File: config.mk
export PLATFORM = sky130hd
export DESIGN_NAME = pipeline_hazard_ctrl
export DESIGN_NICKNAME = d
export VERILOG_FILES = /design/src/rtl/pipeline_hazard_ctrl.sv
export SDC_FILE = /design/constraint.sdc
export NUM_CORES = 1
export LEC_CHECK = 0
export CAP_MARGIN = 0
export CORE_MARGIN = 2
export CORE_UTILIZATION = 35
export DETAILED_ROUTE_END_ITERATION = 10
export PLACE_DENSITY_LB_ADDON = 0.15
export SYNTH_ARGS = -nofsm -noshare
export SYNTH_HDL_FRONTEND = slang
export SYNTH_SLANG_ARGS = --single-unit
File: constraint.sdc
create_clock -name clk -period 4.6 [get_ports clk]
set_input_delay 1.15 -clock clk [delete_from_list [all_inputs] [get_ports clk]]
set_output_delay 1.15 -clock clk [all_outputs]
set_load 0.03 [all_outputs]
File: src/rtl/pipeline_hazard_ctrl.sv
// Hazard controller for a 5-stage pipeline: stall/nullify per pipeline register, mul/div occupancy.
// Latency: stall/nullify/pc_redirect are combinational (zero-cycle); state and md_cnt update on clk.
// Backpressure: stall[0] holds PC and F/D; structural mul/div conflicts also hold D/E. HAZARD_PERF_COUNTER_EN adds a stall-cycle counter.
module pipeline_hazard_ctrl #(
  parameter int MUL_CYCLES = 4,
  parameter int DIV_CYCLES = 32
) (
  input  logic       clk,
  input  logic       reset,
  input  logic       load_in_ex,
  input  logic [4:0] ex_dest,
  input  logic [4:0] id_rs,
  input  logic [4:0] id_rt,
  input  logic       id_uses_rs,
  input  logic       id_uses_rt,
  input  logic       branch_taken_ex,
  input  logic       exception_mem,
  input  logic       md_start,
  input  logic       md_is_div,
  input  logic       md_read_id,
  output logic [3:0] stall,
  output logic [3:0] nullify,
  output logic       pc_redirect,
  output logic       md_busy
`ifdef HAZARD_PERF_COUNTER_EN
  ,
  output logic [31:0] perf_stall_cycles
`endif
);

  typedef enum logic [1:0] {
    RUN       = 2'd0,
    MD_WAIT   = 2'd1,
    EXC_FLUSH = 2'd2
  } state_t;

  // Counter reload values: the unit is busy for exactly N cycles, counting N-1 down to 0.
  localparam logic [5:0] MUL_LOAD = 6'(MUL_CYCLES - 1);
  localparam logic [5:0] DIV_LOAD = 6'(DIV_CYCLES - 1);

  state_t     state;
  logic [5:0] md_cnt;
  logic       load_use;
  logic       md_struct;
  logic       md_hilo;

  // Load-use: EX load writes a register the ID instruction actually reads ($0 never hazards).
  always_comb begin
    load_use = 1'b0;
    if (load_in_ex && (ex_dest != 5'd0)) begin
      load_use = (id_uses_rs && (id_rs == ex_dest)) ||
                 (id_uses_rt && (id_rt == ex_dest));
    end
  end

  assign md_struct = (state == MD_WAIT) && md_start;
  assign md_hilo   = (state == MD_WAIT) && md_read_id;

  // Priority-encoded hazard resolution; only the highest active cause drives the outputs.
  always_comb begin
    stall       = 4'b0000;
    nullify     = 4'b0000;
    pc_redirect = 1'b0;
    md_busy     = 1'b0;
    if (!reset) begin
      // Keep every pipeline register empty while reset is held.
      nullify = 4'b1111;
    end else begin
      md_busy = (state == MD_WAIT);
      if (exception_mem) begin
        nullify     = 4'b1111;
        pc_redirect = 1'b1;
      end else if (state == EXC_FLUSH) begin
        // Synchronous fetch returned the pre-redirect instruction; squash it only.
        nullify = 4'b0001;
      end else if (branch_taken_ex) begin
        nullify = 4'b0011;
      end else if (md_struct) begin
        // Hold the new mul/div in EX and bubble E/M until the unit frees.
        stall   = 4'b0011;
        nullify = 4'b0100;
      end else if (md_hilo) begin
        stall   = 4'b0001;
        nullify = 4'b0010;
      end else if (load_use) begin
        stall   = 4'b0001;
        nullify = 4'b0010;
      end
    end
  end

  // Control FSM and mul/div down-counter; reset and exceptions abandon any operation.
  always_ff @(posedge clk) begin
    if (!reset) begin
      state  <= RUN;
      md_cnt <= 6'd0;
    end else if (exception_mem) begin
      state  <= EXC_FLUSH;
      md_cnt <= 6'd0;
    end else begin
      case (state)
        RUN: begin
          if (md_start) begin
            state  <= MD_WAIT;
            md_cnt <= md_is_div ? DIV_LOAD : MUL_LOAD;
          end
        end
        MD_WAIT: begin
          if (md_cnt == 6'd0) begin
            // Back-to-back issue: accept the waiting op as the old one retires.
            if (md_start && !branch_taken_ex) begin
              state  <= MD_WAIT;
              md_cnt <= md_is_div ? DIV_LOAD : MUL_LOAD;
            end else begin
              state  <= RUN;
            end
          end else begin
            md_cnt <= md_cnt - 6'd1;
          end
        end
        EXC_FLUSH: begin
          state <= RUN;
        end
        default: begin
          state  <= RUN;
          md_cnt <= 6'd0;
        end
      endcase
    end
  end

`ifdef HAZARD_PERF_COUNTER_EN
  // Saturating count of cycles in which fetch/PC were held.
  always_ff @(posedge clk) begin
    if (!reset) begin
      perf_stall_cycles <= 32'd0;
    end else if (stall[0] && (perf_stall_cycles != 32'hFFFF_FFFF)) begin
      perf_stall_cycles <= perf_stall_cycles + 32'd1;
    end
  end
`endif

endmodule

==> run_results.csv <==
group,metric,value,unit
clock_tree,clk_pin_slew_worst_paths,50,ps
synth,netlist_area,770.7,µm²
finish,antenna-diode-count,0,
worst_setup_path,rr_worst_depth,6,
timing,setup_violations,0,
timing,fin_crit,4321,ps
clock_tree,cts.repair.resized,0,
global_route,use_met3,0.05556,
min_path,holdPathStages,2,
synth,ys_ff_latch,8,
worst_setup_path,path_depth,7,
outcome,status,"finished, final reports clean",
clock_tree,cts_root_buf,"clkbuf_4",
global_route,grt_max_degree,10,
timing,rsz0062_at_grt,"no",
worst_setup_path,critPathLaunchType,"primary input",
detailed_routing,drtIter0Drc,11,
worst_setup_path,critPathBufInv,3,
worst_setup_path,crit_family,"buffers and inverters",
synth,synth_top_family_by_area,"simple AND/OR/NAND/NOR gates",
clock_tree,clock_latency,260,ps
worst_setup_path,timing.critical_path.arrival,3170,ps
synth,ys.flop_type,"dfxtp_1",
global_route,grt_util_met1,0.2367,
worst_setup_path,crit_top_cell,"clkdlybuf4s50_1",
detailed_routing,drcViolationCount,0,
finish,drive_above_1_share,0.08148,
timing,fmax,0.2314,GHz
global_route,grt_busiest_layer,"met2",
synth,synth_edf_count,0,
detailed_routing,vias_per_cell,5.179,
worst_setup_path,crit_chain,"clkdlybuf4s50_1 -> and2b_1 -> clkinv_1 -> nor3_1 -> o211ai_1 -> o21ai_0 -> clkdlybuf4s50_1",
detailed_routing,ant_nets,0,
detailed_routing,vias,839,
finish,area_growth,46.75,%
synth,yosys.area.top_type,"dfxtp_1",
detailed_routing,drt_wl_total,2.134,mm
synth,synth_commonest_cells,"dfxtp_1, inv_1, nand2_1, xor2_1, nor3_1",
global_route,antenna_found_initial,0,
floorplan,die_y,50.93,µm
pwr,p_per_area,193.5,nW/µm²
synth,ys_warn_count,0,
timing,final.period_utilization,0.9394,
min_path,hp-class,"reg -> reg",
synth,syn-instance-count,102,
clock_tree,cts_buffers,3,
placed_design,dpl.hpwl,1.758,mm
worst_setup_path,cpPeakStageDelay,680,ps
floorplan,fp-row-count,16,
global_route,grt_pass1_vias,823,
pwr,worst_ir_drop_vdd,176.8,µV
synth,synthXorXnorAreaFrac,0.1250,
clock_tree,htreeDepth,1,
synth,synthMuxAreaShare,0,
global_route,grt-ovfl-total,0,
detailed_routing,wire_per_inst,13.17,µm
global_route,track_usage,0.1822,
timing,finalHoldViolCount,0,
synth,yosys.area_share.simple,0.2938,
timing,setup_tns,0,ps
synth,yosysSeqAreaShare,0.2078,
placed_design,portBuffers,32,
run,maxCapViolations,0,
worst_setup_path,crit_slowest_cell,"clkdlybuf4s50_1",
synth,avgSynthCellArea,7.556,µm²
timing,worst_pin_slew,515.3,ps
timing,drv_slew,0,
detailed_routing,first_pass_iters,4,
worst_setup_path,cp-end-kind,"output pin",
placed_design,gp_congestion,0.8716,
floorplan,die_x,50.93,µm
finish,fin_nets,163,
floorplan,ioPinCount,35,
finish,stdcell_count,162,
synth,synthAdderAreaFrac,0.01623,
global_route,grt_pass1_wl,3.581,mm
floorplan,start_util,0.3812,
synth,yosys.area.top_type_share,0.2078,
timing,skew,3.506,ps
placed_design,dp.cells,159,
synth,ys_top_cells_by_area,"dfxtp_1, xor2_1, nor3_1",
worst_setup_path,required,3450,ps
clock_tree,cts_setup_buffers,0,
clock_tree,clockBufferDepth,2,
floorplan,design.core.area,2022,µm²
worst_setup_path,worstSetupPathType,"in -> out",
pwr,power_leakage,0.4166,nW
timing,relSlewSlack,0.6557,
synth,synth_cell_type_count,43,
worst_setup_path,crit_path_max_fanout,4,
synth,synth_compound_area_frac,0.2727,
clock_tree,clock-sinks,8,
clock_tree,cts_tree,"built",
global_route,use_met2,0.3074,
floorplan,die-area,2593,µm²
synth,async_flop_share,0,
clock_tree,ctsHoldBuffers,0,
## through the flow
step / total power, mW / worst slack, ps / util / hold WS, ps / area, µm²
finish: 0.2189 / 279.0 / 0.5594 / 487.1 / 1131
global route: 0.2334 / 142.3 / 0.5594 / 524.3 / 1131
CTS: 0.2209 / 258.1 / 0.5594 / 489.4 / 1131
detailed placement: 0.1650 / 260.1 / 0.5483 / 483.9 / 1109
global placement: 0.1639 / 253.4 / 0.5483 / 474.9 / 1109
floorplan: 0.1277 / 617.4 / - / 456.3 / 774.5
## worst register-to-register path: cells and delay by family (launching register included)
family / cells / cell delay (ps)
AOI/OAI and AO/OA: 3 / 670
adders and majority gates: 1 / 190
buffers and inverters: 1 / 80
DFF: 1 / 320
and+or+nand+nor: 1 / 420
## per-layer routing
metal / up-vias / routed length [µm]
met3: 0 / 103
met4: 0 / 0
li1: 436 / -
met5: - / 0
met2: 20 / 990
met1: 383 / 1041
## report_power, final
group | total (mW) | switching, mW | internal [mW] | leakage [nW]
logic | 0.0865 | 0.0419 | 0.0445 | 0.337
registers | 0.0775 | 0.00476 | 0.0727 | 0.0654
clock network | 0.0549 | 0.0250 | 0.0299 | 0.0138
## layout by cell type (no fill, tap or decap), types with 2 or more instances in the layout
master / count
xnor2_1: 3
nand2_1: 8
nor4_1: 2
a31oi_1: 2
clkdlybuf4s50_1: 32
o21ai_0: 5
nor2_1: 4
inv_1: 8
and2_1: 4
clkbuf_4: 3
a31o_2: 2
dfxtp_1: 8
a21oi_1: 4
o21ai_1: 2
nor2b_1: 4
a32oi_1: 3
conb_1: 2
xor2_1: 8
nor3_1: 6
## final cells by class
cell class	count	area (µm²)
inverters	9	33.78
multi-input cells	82	553.0
repair buffers	33	327.8
well taps	27	33.78
fillers	204	890.9
flip-flops and latches	8	160.2
clock buffers	3	22.52
## logic make-up after synthesis
group	after synthesis
and+or+nand+nor	39
DFF	8
AOI/OAI and AO/OA	29
buffers and inverters	13
xor gates and xnor gates	11
other	1
adders and majority gates	1
## state kept, by name, indices dropped and copies added, names as in the netlist
signal,flops
md_cnt,6
state,2
## final timing paths
check | slack, ps | endpoint | startpoint
hold / removal | 490 | md_cnt[1]$_SDFFE_PP0P_ | md_cnt[1]$_SDFFE_PP0P_
setup / recovery | 280 | stall[0] | reset
hold reg to reg | 490 | md_cnt[1]$_SDFFE_PP0P_ | md_cnt[1]$_SDFFE_PP0P_
setup reg to reg | 2790 | md_cnt[4]$_SDFFE_PP0P_ | md_cnt[0]$_SDFFE_PP0P_
(Power assumes the default switching activity.)
